$ cat src/rtl/killer_update_sched.sv
// Schedules killer-table update and clear pulses towards the killer evaluator.
// A grant holds ply/board on the evaluator bus for SETUP_CYCLES cycles before a one-cycle pulse.
`ifndef BOARD_WIDTH
`define BOARD_WIDTH 64
`endif

module killer_update_sched #(
    parameter int MAX_DEPTH_LOG2 = 0,
    parameter int SETUP_CYCLES   = 2,
    parameter int GAP_CYCLES     = 1,
    localparam int PLY_W         = (MAX_DEPTH_LOG2 > 0) ? MAX_DEPTH_LOG2 : 1
) (
    input  logic                    clk,
    input  logic                    reset,
    input  logic                    eval_busy,
    input  logic                    clear_req,
    output logic                    clear_ack,
    input  logic                    req0_valid,
    input  logic [PLY_W-1:0]        req0_ply,
    input  logic [`BOARD_WIDTH-1:0] req0_board,
    output logic                    req0_ack,
    input  logic                    req1_valid,
    input  logic [PLY_W-1:0]        req1_ply,
    input  logic [`BOARD_WIDTH-1:0] req1_board,
    output logic                    req1_ack,
    output logic [PLY_W-1:0]        killer_ply,
    output logic [`BOARD_WIDTH-1:0] killer_board,
    output logic                    killer_update,
    output logic                    killer_clear,
    output logic                    busy,
    output logic [2:0]              fsm_state
);

    typedef enum logic [2:0] {IDLE, SETUP, UPD, CLR, GAP} state_t;

    state_t     state, state_nxt;
    logic [3:0] cnt, cnt_nxt;
    logic       rr_ptr, rr_nxt;  // 0: req0 wins a tie, 1: req1 wins a tie

    // Handshake: a requester raises valid with stable data and holds both until
    // it sees its one-cycle ack; data is captured on the ack cycle. Acks are
    // only ever issued from IDLE, out of reset, while the evaluator is free.
    always_comb begin
        state_nxt = state;
        cnt_nxt   = cnt;
        rr_nxt    = rr_ptr;
        clear_ack = 1'b0;
        req0_ack  = 1'b0;
        req1_ack  = 1'b0;
        case (state)
            IDLE: begin
                if (reset && !eval_busy) begin
                    if (clear_req) begin
                        clear_ack = 1'b1;
                        state_nxt = CLR;
                    end else if (req0_valid && (!req1_valid || !rr_ptr)) begin
                        req0_ack  = 1'b1;
                        rr_nxt    = 1'b1;
                        state_nxt = SETUP;
                        cnt_nxt   = 4'(SETUP_CYCLES - 1);
                    end else if (req1_valid) begin
                        req1_ack  = 1'b1;
                        rr_nxt    = 1'b0;
                        state_nxt = SETUP;
                        cnt_nxt   = 4'(SETUP_CYCLES - 1);
                    end
                end
            end
            SETUP: begin
                if (cnt == 4'd0) state_nxt = UPD;
                else             cnt_nxt   = cnt - 4'd1;
            end
            UPD, CLR: begin
                state_nxt = GAP;
                cnt_nxt   = 4'(GAP_CYCLES - 1);
            end
            GAP: begin
                if (cnt == 4'd0) state_nxt = IDLE;
                else             cnt_nxt   = cnt - 4'd1;
            end
            default: state_nxt = IDLE;
        endcase
    end

    always_ff @(posedge clk) begin
        if (!reset) begin
            state        <= IDLE;
            cnt          <= 4'd0;
            rr_ptr       <= 1'b0;
            killer_ply   <= '0;
            killer_board <= '0;
        end else begin
            state  <= state_nxt;
            cnt    <= cnt_nxt;
            rr_ptr <= rr_nxt;
            // Evaluator bus only moves on an update grant; clears leave it alone.
            if (req0_ack) begin
                killer_ply   <= req0_ply;
                killer_board <= req0_board;
            end else if (req1_ack) begin
                killer_ply   <= req1_ply;
                killer_board <= req1_board;
            end
        end
    end

    assign killer_update = (state == UPD);
    assign killer_clear  = (state == CLR);
    assign busy          = (state != IDLE);
    assign fsm_state     = state;

endmodule

$ cat config.mk
export PLATFORM = sky130hd
export DESIGN_NAME = killer_update_sched
export DESIGN_NICKNAME = d
export VERILOG_FILES = /design/src/rtl/killer_update_sched.sv
export SDC_FILE = /design/constraint.sdc
export NUM_CORES = 1
export LEC_CHECK = 0
export BUFFER_PORTS_ARGS = -buffer_cell sky130_fd_sc_hd__buf_2
export CELL_PAD_IN_SITES_DETAIL_PLACEMENT = 1
export CELL_PAD_IN_SITES_GLOBAL_PLACEMENT = 2
export CORE_UTILIZATION = 27
export CTS_BUF_LIST = sky130_fd_sc_hd__clkbuf_8
export CTS_CLUSTER_DIAMETER = 80
export CTS_CLUSTER_SIZE = 25
export DETAILED_ROUTE_END_ITERATION = 12
export GPL_ROUTABILITY_DRIVEN = 0
export PLACE_DENSITY_LB_ADDON = 0.3
export SETUP_SLACK_MARGIN = 0.5
export SLEW_MARGIN = 20
export SYNTH_ARGS = -nofsm -noshare
export SYNTH_HDL_FRONTEND = slang
export SYNTH_SLANG_ARGS = --single-unit
$ cat constraint.sdc
create_clock -name clk -period 3.2 [get_ports clk]
set_clock_uncertainty 0.1 [all_clocks]
set_input_delay 0.16 -clock clk [delete_from_list [all_inputs] [get_ports clk]]
set_output_delay 0.16 -clock clk [all_outputs]
set_load 0.01 [all_outputs]
After elaboration in Yosys (flattened, before gate mapping)
Index checks and enable logic that the tools add are counted.
{"block": "totals", "ff_bits": 73, "inputBits": 136, "wordCells": 66}
{"block": "classes", "add_sub_neg": 1, "n_eq_ne": 11, "mux": 31, "n_bitwise": 1, "reduce_logical": 17}
{"op": "2-to-1 mux 64 bit", "count": 2}
{"op": "2-to-1 mux 4 bit", "count": 5}
{"op": "2-to-1 mux 3 bit", "count": 6}
{"op": "2-to-1 mux 1 bit", "count": 16}
{"op": "one-hot mux 3 bit (4 select lines)", "count": 1}
{"op": "one-hot mux 4 bit (3 select lines)", "count": 1}
{"op": "inequality test 2 bit (second input constant)", "count": 5}
{"op": "AND reduction 4 bit", "count": 2}
{"op": "equality test 3 x 2 -> 1 bit (second input constant)", "count": 2}
{"op": "nonzero test 3 bit", "count": 2}
{"op": "AND reduction 5 bit", "count": 1}
{"op": "zero test 4 bit", "count": 1}
{"op": "inequality test 4 bit (second input constant)", "count": 1}
{"op": "nonzero test 2 bit", "count": 2}
{"op": "OR reduction 2 bit", "count": 2}
{"op": "subtractor 4 x 1 -> 4 bit (second input constant)", "count": 1}
{"op": "equality test 3 x 1 -> 1 bit (second input constant)", "count": 1}
{"op": "equality test 3 bit (second input constant)", "count": 1}
{"op": "zero test 1 bit", "count": 3}
{"op": "zero test 3 bit", "count": 1}
{"op": "inequality test 3 bit (second input constant)", "count": 1}
{"op": "logical AND 1 bit", "count": 2}
{"op": "logical OR 1 bit", "count": 1}
{"op": "inverter 1 bit", "count": 1}

Longest topological paths before layout
{"block": "logic_depth", "depth_word": 9, "depth_mapped": 7, "depth_no_buf": 6}

Least setup slack after synthesis
No wires, ideal clock.
{"block": "synth_timing", "kind": "reg2reg", "start": "register cnt[0]", "end": "register cnt[2]", "setup_time_ns": 0.057, "arrival_time_ns": 1.648, "required_time_ns": 3.043, "slack_ns": 1.395, "stages_incl_launch_ff": 7, "synth_period_minus_slack_ns": 1.805, "path_cell_list": "dfxtp_1 > inv_1 > ha_1 > nor3b_1 > or4b_2 > a21oi_1 > a21o_1"}
{"block": "synth_between", "elab_chain_len": 3, "word_cells_on_any_way": 6, "cone_classes": "1 x add/sub; 1 x eq/ne; 2 x mux; 2 x reduce/logical"}
{"element": "start, declared", "line": "37", "rtl": "logic [3:0] cnt, cnt_nxt;"}
{"element": "start signal, assigned", "line": "94", "rtl": "cnt <= cnt_nxt;"}
{"element": "subtractor 4 x 1 -> 4 bit or zero test 4 bit (tied branches)"}
{"element": "2-to-1 mux 4 bit or inequality test 2 bit (tied branches)"}
{"element": "one-hot mux 4 bit (3 select lines) or AND reduction 5 bit (tied branches)"}
Several ways; a longest one is shown, not always the timed one. The select of a mux whose other input is x is not followed.
A chain may end at the register's enable or synchronous reset.

Final worst setup path
{"block": "layout_timing", "start": "register rr_ptr", "end": "output port req0_ack"}
{"block": "layout_between", "elab_chain_len": 7}
{"element": "start, declared", "line": "38", "rtl": "logic rr_ptr, rr_nxt;"}
{"element": "start signal, assigned", "line": "95", "rtl": "rr_ptr <= rr_nxt;"}
{"element": "zero test 1 bit", "line": "56", "rtl": "end else if (req0_valid && (!req1_valid || !rr_ptr)) begin"}
{"element": "logical OR 1 bit", "line": "56"}
{"element": "logical AND 1 bit", "line": "56"}
{"element": "2-to-1 mux 1 bit", "line": "56"}
{"element": "2-to-1 mux 1 bit", "line": "53", "rtl": "if (clear_req) begin"}
{"element": "2-to-1 mux 1 bit", "line": "52", "rtl": "if (reset && !eval_busy) begin"}
{"element": "2-to-1 mux 1 bit", "line": "50", "rtl": "case (state)"}
{"element": "end, declared", "line": "21", "rtl": "output logic req0_ack,"}
No other way between the ends.

==> key figures <==
Outcome
  • Status: finished clean

Job
  • Max_cap viols: 0

Yosys
  • Post-Syn Instances: 432
  • Yosys cell types: 38
  • Top-count cell post-synth: dfxtp_1
  • Synthesized area per cell: 8.77 um^2
  • Top_reg_cell synth: dfxtp_1
  • Register area share after synthesis: 0.386
  • Synth Cell Area: 3790 um^2
  • Share of the synthesized area in the top cell type: 0.386
  • EDFF count, synth: 0
  • Fraction of registers with async set/reset: 0
  • Most frequent cells after synthesis: dfxtp_1, a21oi_1, mux2i_1
  • Synth warn: 0
  • Syn_nets: 570
  • Leading area contributor after synthesis: dfxtp_1
  • Seq cells post-synth: 73
  • Top cells by area, synth: dfxtp_1, mux2i_1, a21oi_1, nand2b_1, o21ai_1

Hold path
  • Hold crit path type: primary input to flip-flop

Detailed routing
  • Avg WL per Cell: 15.5 um
  • Drt first pass iters: 4
  • Via count: 3957
  • Starting DRT DRC Count: 128
  • Post-Route WL: 12.9 mm
  • Via-to-Cell Ratio: 4.76
  • ANT nets after route: 0
  • # DRC: 0

STA
  • RSZ-0062 raised after global routing: no
  • Max-slew violations: 0
  • Final setup viols: 0
  • Fmax: 0.460 GHz
  • Fin. Hold Viols: 0
  • Tmin final: 2170 ps
  • Final Cycle Share: 0.679
  • Worst slew pin tran: 729 ps
  • Hold WS: 12.2 ps
  • Slew HR: 0.514
  • Setup TNS: 0 ps

Clock tree
  • Root buf cell: clkbuf_8
  • Clock latency on the worst-skew pair: 340 ps
  • CTS Sinks: 73
  • Clock buffer count from CTS: 9
  • # Post-CTS Setup Buffers: 0
  • TritonCTS clock tree: yes
  • Clk buf depth: 2
  • Clock transition at path regs: 80 ps
  • H-tree levels: 3

Setup path
  • Cells along the critical path: a21boi_0 -> nand2b_4 -> nor2_1 -> buf_2
  • Kind of critical path: flip-flop to output pin
  • Worst setup EP type: output pin
  • Worst path slowest cell: nand2b_4
  • Critical path arrival: 1910 ps
  • CP Launch Type: flip-flop
  • Required time of the critical path: 2940 ps
  • Critical Path Fanout Max: 35
  • Crit-path max cell delay: 450 ps

Floorplanning
  • Die Height: 120 um
  • Die width: 120 um
  • Die area: 14500 um^2
  • Row count: 42
  • Io pins: 210
  • Initial core utilization: 0.282
  • Core ar.: 13500 um^2

Cells and area
  • Fillcell total: 1667
  • Cell Count, Final, Fillers Out: 832
  • Ant. Diodes: 0
  • Area grow syn2layout: 45.0%
  • Final Util: 0.408
  • Layout cells sized above 1: 0.363
  • Final nets: 789

GRT
  • Most used routing layer: met2
  • All-Layer GR Usage: 0.179
  • GRT met3 Usage: 0.0481
  • GRT Residual Overflow: 0
  • Pin count of the biggest net entering global routing: 77
  • Met1 global-route usage: 0.208
  • Vias in the first global route: 4166
  • Initial antenna violation count: 0
  • First-pass GRT wire length: 20.6 mm
  • M2 GR Usage: 0.320

Placement
  • Port-buffer cells: 209
  • Placed cell count: 785
  • Hpwl dp: 9.03 mm

Power and ir drop
  • PwrDens: 412 nW/um^2
  • Peak supply drop: 0.000171 V
  • Leak: 2.85 nW
==> critical path, delay by kind of cell, from the launching register on <==
| kind | cells | cell delay [ps] |
|---|---|---|
| AO/OA/AOI/OAI | 1 | 350 |
| flip-flops | 1 | 320 |
| buffers and inverters | 1 | 170 |
| AND/OR/NAND/NOR | 2 | 730 |
==> cell type report <==
type / instances / area (um^2) / area share
Clock buffer: 10 / 138 / 0.0250
Clock inverter: 6 / 91.3 / 0.0166
Inverter: 2 / 7.51 / 0.00137
Multi-Input combinational cell: 317 / 2140 / 0.389
Sequential cell: 73 / 1460 / 0.266
Tap cell: 176 / 220 / 0.0401
Timing Repair Buffer: 248 / 1440 / 0.262
==> cells by family after synthesis <==
family                   count (synthesis)  share of synthesized area
multiplexers                            66                      0.174
adder cells (fa/ha/maj)                  2                    0.00660
buffers and inverters                   42                     0.0565
AO/OA/AOI/OAI                          144                      0.197
flip-flops                              73                      0.386
AND/OR/NAND/NOR                        104                      0.177
XOR/XNOR                                 1                    0.00231
==> cell usage in the layout, fill, tap and decap left out, types with 3 or more instances in the layout <==
cell           count
buf_4              6
nor2_1             4
clkbuf_8          10
buf_2            209
nor2b_1            4
nand2b_1          51
a21oi_1           68
clkinvlp_4         3
dfxtp_1           73
o21ai_1           40
mux2i_1           66
nor3b_1            3
o21ai_0           25
or2b_1            16
nand2_1            6
dlygate4sd3_1     31
o21a_1             3
==> layer usage <==
layer	vias to the layer above	wire length, um
met5	-	0
met3	17	763
met2	123	6450
met1	1862	5520
li1	1955	-
met4	0	196
==> path summary, 6_finish.rpt <==
kind | slack, ps | from | to | cells past startpoint
setup / recovery | 1030 | rr_ptr | req0_ack | 4
hold / removal | 10 | req0_board[23] | killer_board[23] | 3
setup reg to reg | 1030 | fsm_state[2] | rr_ptr | 5
hold reg to reg | 420 | killer_board[38] | killer_board[38] | 2
==> per-stage QoR <==
step           total power [mW]  setup slack [ps]  cell area, um^2
3_5_place_dp               1.44              1030             4960
6_report                   2.26              1030             5500
5_1_grt                    2.38               846             5500
2_1_floorplan              1.24              1390             3790
3_3_place_gp               1.42              1100             4960
4_1_cts                    2.30               971             5500
==> power breakdown <==
group	total (mW)	switching, mW	internal (mW)
clock network	0.826	0.365	0.461
logic	0.454	0.229	0.225
registers	0.984	0.0299	0.955
==> sequential cells by signal (all words and copies together), names as in the netlist <==
| signal | cells |
|---|---|
| cnt | 4 |
| killer_ply | 1 |
| rr_ptr | 1 |
| killer_board | 64 |
| fsm_state | 3 |
==> repair_timing <==
item	CTS	global route
endpoints found under the hold margin	31	0
hold buffers	31	0
gates resized for setup	0	0
endpoints found under the setup margin	0	0
Note: power is estimated with default switching activity, not from simulation.
